<file path="src/rtl/fifo_axis_reader.sv">
// Drains a native synchronous FIFO with 1-cycle read latency into an AXI-Stream master via a 2-entry skid buffer.
// Optional packet TLAST generation is enabled by defining FIFO_AXIS_TLAST_EN.
module fifo_axis_reader #(
    parameter int DATA_WIDTH = 8,
    parameter int PKT_LEN    = 16
) (
    input  logic                  clk,
    input  logic                  rst,
    input  logic                  clr,
    output logic                  fifo_rd_en,
    input  logic [DATA_WIDTH-1:0] fifo_rd_data,
    input  logic                  fifo_empty,
    output logic [DATA_WIDTH-1:0] m_axis_tdata,
    output logic                  m_axis_tvalid,
    input  logic                  m_axis_tready,
    output logic                  m_axis_tlast,
    output logic [1:0]            occupancy
);

    logic [1:0]            occ_q, occ_d;
    logic                  inflight_q, inflight_d;
    logic [DATA_WIDTH-1:0] buf0_q, buf0_d;
    logic [DATA_WIDTH-1:0] buf1_q, buf1_d;
    logic                  pop;
    logic                  push;
    logic [2:0]            credit;

    assign m_axis_tvalid = (occ_q != 2'd0);
    assign m_axis_tdata  = buf0_q;
    assign occupancy     = occ_q;
    assign pop           = m_axis_tvalid & m_axis_tready;
    assign push          = inflight_q;

    // Words held or on the wire after this cycle's pop must leave room for one more.
    assign credit     = {1'b0, occ_q} + {2'b00, inflight_q} - {2'b00, pop};
    assign fifo_rd_en = ~rst & ~fifo_empty & ~clr & (credit < 3'd2);

    always_comb begin
        occ_d      = occ_q;
        inflight_d = fifo_rd_en;
        buf0_d     = buf0_q;
        buf1_d     = buf1_q;
        if (clr) begin
            occ_d      = 2'd0;
            inflight_d = 1'b0;
        end else begin
            case ({pop, push})
                2'b10: begin
                    buf0_d = buf1_q;
                    occ_d  = occ_q - 2'd1;
                end
                2'b01: begin
                    if (occ_q == 2'd0) begin
                        buf0_d = fifo_rd_data;
                    end else begin
                        buf1_d = fifo_rd_data;
                    end
                    occ_d = occ_q + 2'd1;
                end
                2'b11: begin
                    if (occ_q == 2'd1) begin
                        buf0_d = fifo_rd_data;
                    end else begin
                        buf0_d = buf1_q;
                        buf1_d = fifo_rd_data;
                    end
                end
                default: begin
                    occ_d = occ_q;
                end
            endcase
        end
    end

    always_ff @(posedge clk or posedge rst) begin
        if (rst) begin
            occ_q      <= 2'd0;
            inflight_q <= 1'b0;
            buf0_q     <= '0;
            buf1_q     <= '0;
        end else begin
            occ_q      <= occ_d;
            inflight_q <= inflight_d;
            buf0_q     <= buf0_d;
            buf1_q     <= buf1_d;
        end
    end

`ifdef FIFO_AXIS_TLAST_EN
    localparam int CNT_W = (PKT_LEN > 1) ? $clog2(PKT_LEN) : 1;
    localparam logic [CNT_W-1:0] LAST_BEAT = CNT_W'(PKT_LEN - 1);

    logic [CNT_W-1:0] count_q, count_d;

    assign m_axis_tlast = m_axis_tvalid & (count_q == LAST_BEAT);

    // Beat counter wraps on the final beat so each packet restarts at zero.
    always_comb begin
        count_d = count_q;
        if (clr) begin
            count_d = '0;
        end else if (pop) begin
            count_d = m_axis_tlast ? '0 : count_q + CNT_W'(1);
        end
    end

    always_ff @(posedge clk or posedge rst) begin
        if (rst) begin
            count_q <= '0;
        end else begin
            count_q <= count_d;
        end
    end
`else
    assign m_axis_tlast = 1'b0;
`endif

endmodule

</file>
<file path="config.mk">
export PLATFORM = sky130hd
export DESIGN_NAME = fifo_axis_reader
export DESIGN_NICKNAME = d
export VERILOG_FILES = /design/src/rtl/fifo_axis_reader.sv
export SDC_FILE = /design/constraint.sdc
export NUM_CORES = 1
export LEC_CHECK = 0
export CORE_MARGIN = 2
export CORE_UTILIZATION = 53
export CTS_CLUSTER_DIAMETER = 100
export DETAILED_ROUTE_END_ITERATION = 8
export PLACE_DENSITY = 0.89
export REMOVE_ABC_BUFFERS = 1
export SLEW_MARGIN = 20
export SYNTH_ARGS = -nofsm -noshare
export SYNTH_HDL_FRONTEND = slang
export SYNTH_SLANG_ARGS = --single-unit
</file>
<file path="constraint.sdc">
create_clock -name clk -period 6.8 [get_ports clk]
set_clock_uncertainty 0.05 [all_clocks]
set_input_delay 1.36 -clock clk [delete_from_list [all_inputs] [get_ports clk]]
set_output_delay 1.36 -clock clk [all_outputs]
set_load 0.03 [all_outputs]
</file>
Word-level counts from Yosys, hierarchy flattened
Index checks and enable logic that the tools add are counted.
- register bits: 19
- latch bits: 0
- RAM bits: 0
- memory bits (read-only): 0
- bits of input ports: 13
- output and inout port bits: 13
- memories: 0
- add/subtract/negate cells: 4
- multipliers: 0
- divide/modulo/power cells: 0
- magnitude comparators: 1
- equality and inequality tests: 7
- shift operators: 0
- muxes and demuxes: 9
- bitwise logic cells: 7
- reductions and logical operators: 7
- operators with widths (kind ; count):
    $mux W8 ; 4
    $pmux W8 S3 ; 1
    $pmux W8 S2 ; 1
    $ne A2 B2 Y1 const B ; 3
    $reduce_bool A3 Y1 ; 2
    $and A1 B1 Y1 ; 4
    $eq A2 B1 Y1 const B ; 2
    $eq A2 B2 Y1 const B ; 2
    $pmux W2 S2 ; 1
    $reduce_and A4 Y1 ; 1
    $reduce_bool A2 Y1 ; 2
    $add A2 B1 Y3 ; 1
    $lt A3 B2 Y1 const B ; 1
    $not A1 Y1 ; 3
    $reduce_and A3 Y1 ; 1
    $sub A3 B1 Y3 ; 1
    $add A2 B1 Y2 const B ; 1
    $logic_not A2 Y1 ; 1
    $mux W2 ; 1
    $sub A2 B1 Y2 const B ; 1
    $mux W1 ; 1

Depth between registers and ports, before layout
- word-level depth: 6
- mapped depth: 8

Worst setup path before layout
No wires, ideal clock.
- path type: in2out
- start: input m_axis_tready
- end: output fifo_rd_en
- arrival time: 2774 ps
- path slack: 2616 ps
- stages on the path: 6
- path through: nand2b_1 ha_1 nand2b_1 fa_1 xnor2_1 and4_1
- cells in the longest elaborated chain, start to end: 4
- ends and longest elaborated chain (what ; RTL line ; text):
    from (decl) ; 15 ; input logic m_axis_tready,
    $and A1 B1 Y1 ; 31 ; assign pop = m_axis_tvalid & m_axis_tready;
    $sub A3 B1 Y3 ; 35 ; assign credit = {1'b0, occ_q} + {2'b00, inflight_q} - {2'b00, pop};
    $lt A3 B2 Y1 ; 36 ; assign fifo_rd_en = ~rst & ~fifo_empty & ~clr & (credit < 3'd2);
    $and A1 B1 Y1 ; 36 ;
    to (decl) ; 10 ; output logic fifo_rd_en,
No other way between the ends.

Worst setup path in the final report
Ends and elaborated chain as after synthesis.

==> impl_metrics.yaml <==
status:
  status: "finished, final reports clean"
global_routing:
  grt_pass1_vias: 964
  grt_usage_pct: 21.49
  grt_max_degree: 23
  grt_overflow: 0
  antenna_found_initial: 0
  grt_first_pass_wirelength_mm: 4.209
floorplanning:
  start_util_pct: 55.19
  die_x_um: 51.53
  die_h_um: 51.53
  core_area_um2: 2170
  die_area_um2: 2655
  core.rowCount: 17
  ioPinCount: 26
sta:
  max_slew_margin_pct: 50.67
  finalSetupViolCount: 0
  final_hold_viol_count: 0
  rsz0062_at_grt: "no"
  period_share_pct: 78.92
  worst_slack_ns: 1.434
  drv_slew: 0
  max_slew.worst_pin.slew_ns: 0.7391
  fin_setup_tns_ns: 0
  period_needed_ns: 5.366
  fmax_ghz: 0.1863
pwr:
  ir_drop_mv: 0.2704
  p_per_area_nw_per_um2: 443.4
  power.leakage_nw: 0.5825
critical_path:
  worst-path-max-fanout: 4
  r2r-start: "occupancy[1]"
  worst_r2r_path_depth: 7
  r2r-end: "buf1_q[3]"
  endpoint_kind: "output pin"
  path_class: "in2out"
  startpoint_type: "input port"
  r2r_slack_ns: 4.09
  cp.required_ns: 5.39
  critPathArrivalTime_ns: 3.96
drt:
  avgViaCountPerCell: 5.759
  drc: 0
  ant_nets: 0
  wirelength_mm: 2.532
  first_iter_violations: 17
  firstDrtPassIters: 4
  route.vias.total: 933
  wl_per_cell_um: 15.63
synthesis:
  yosysTopAreaCell: "dfrtp_1"
  yosysWarnings: 0
  synth.avg_cell_area_um2: 10.60
  seq_area_frac_synth_pct: 39.71
  syn-cell-area_um2: 1197
  ys_seq_elements: 19
  synth_top_cell_area_share_pct: 39.71
  ys_types: 29
  synth_cells: 113
  synthTopCellsByArea: "dfrtp_1, mux2_2, mux2i_1"
place:
  place_congestion: 0.7415
  dp_hpwl_mm: 1.777
  dp_worst_setup_slack_ns: 1.436
  numPortBuffers: 24
clocking:
  cts_buffer_depth: 2
  cts_tree: "done"
  cts_sinks: 19
  cts_buffers: 3
  post_cts_buffers: 0
  clkLatencyLatePin_ns: 0.29
  ctsResizeCount: 0
  clock-root-buffer: "clkbuf_4"
  cts_hold_buf: 0
  h-tree-depth: 1
  clk_pin_slew_worst_paths_ns: 0.10
layout:
  fillerInstances: 177
  synthToLayoutAreaGrowth_pct: 21.63
  antenna_cells: 0
  drive_above_1_share_pct: 15.67
  ff_latch_area_um2: 475.5
  final_common_cell: "clkdlybuf4s50_1"
  fin_nets: 152
  layout_common_cells: "clkdlybuf4s50_1, dfrtp_1, nand2_1"
  multi_input_area_um2: 656.9
hold_path:
  holdPathStages: 1
  hold_class: "reg2reg"
  hold_end: "m_axis_tdata[7]"
  hold_start: "m_axis_tdata[7]"
run:
  maxCapViolCount: 0
cells in the mapped netlist, drive strengths merged:
master,n
dfrtp,19
nand2,11
nor2,10
mux2,9
and3b,8
mux2i,8
nand3,8
o32a,8
inv,6
buf,4
clkbuf,3
ha,3
and4,2
nand2b,2
nor3,2
a31oi,1
and2,1
conb,1
fa,1
nand3b,1
nor3b,1
o2111ai,1
o21a,1
or3,1
xnor2,1
through the flow:
| stage | total power, mW | instances | hold slack (ns) | area (um^2) | utilization [%] |
|---|---|---|---|---|---|
| after CTS | 0.6489 | 162 | 0.4617 | 1456 | 67.13 |
| after global routing | 0.6870 | 162 | 0.4737 | 1456 | 67.13 |
| after detailed placement | 0.5926 | 158 | 0.4366 | 1430 | 65.92 |
| after global placement | 0.5734 | 158 | 0.4323 | 1430 | 65.92 |
| final | 0.6458 | 162 | 0.4609 | 1456 | 67.13 |
| after floorplan | 0.4680 | 106 | 0.4436 | 1155 | - |
critical path, stage by stage:
cell	delay, ns
clkdlybuf4s50_1	0.57
nand2b_1	0.15
ha_1	0.28
nand2b_1	0.15
fa_1	0.38
xnor2_1	0.18
and4_1	0.21
clkdlybuf4s50_1	0.67
report_power, final:
part           internal, mW  switching (mW)  total (mW)
Sequential            0.167          0.0392       0.206
Combinational         0.187           0.196       0.383
Clock                0.0228          0.0335      0.0563
Total                 0.377           0.269       0.646
registers in the layout (all words and copies together), names as in the netlist:
name,flops
buf1_q,8
m_axis_tdata,8
occupancy,2
inflight_q,1
logic make-up after synthesis:
kind of cell,Yosys count,synth area share [%]
and+or+nand+nor,47,23.51
DFF,19,39.71
muxes,17,15.47
buffers and inverters,13,5.433
AOI/OAI and AO/OA,11,10.03
adders and majority gates,4,4.807
other,1,0.3132
xor gates and xnor gates,1,0.7316
metal layers:
| layer | global-route usage, % | part of all wire [%] |
|---|---|---|
| met2 | 39.32 | 54 |
| met5 | 0 | 0 |
| met4 | 8.772 | 0.63 |
| met3 | 2.299 | 3.8 |
| met1 | 25.52 | 41 |
worst max-delay path by stage:
stage,start,to,slack [ns],cells past startpoint
CTS,m_axis_tready,fifo_rd_en,1.45,8
detailed placement,m_axis_tready,fifo_rd_en,1.44,8
global placement,m_axis_tready,fifo_rd_en,1.51,8
global route,m_axis_tready,fifo_rd_en,1.34,8
floorplan,m_axis_tready,fifo_rd_en,2.62,6
finish,m_axis_tready,fifo_rd_en,1.43,8
area by class of cell:
type	count	area share, %
Inverter	6	1.546
Sequential cell	19	32.65
Clock buffer	4	1.804
Timing Repair Buffer	24	16.49
Tap cell	28	2.405
Multi-Input combinational cell	81	45.10
Note: power is estimated with default switching activity, not from simulation.
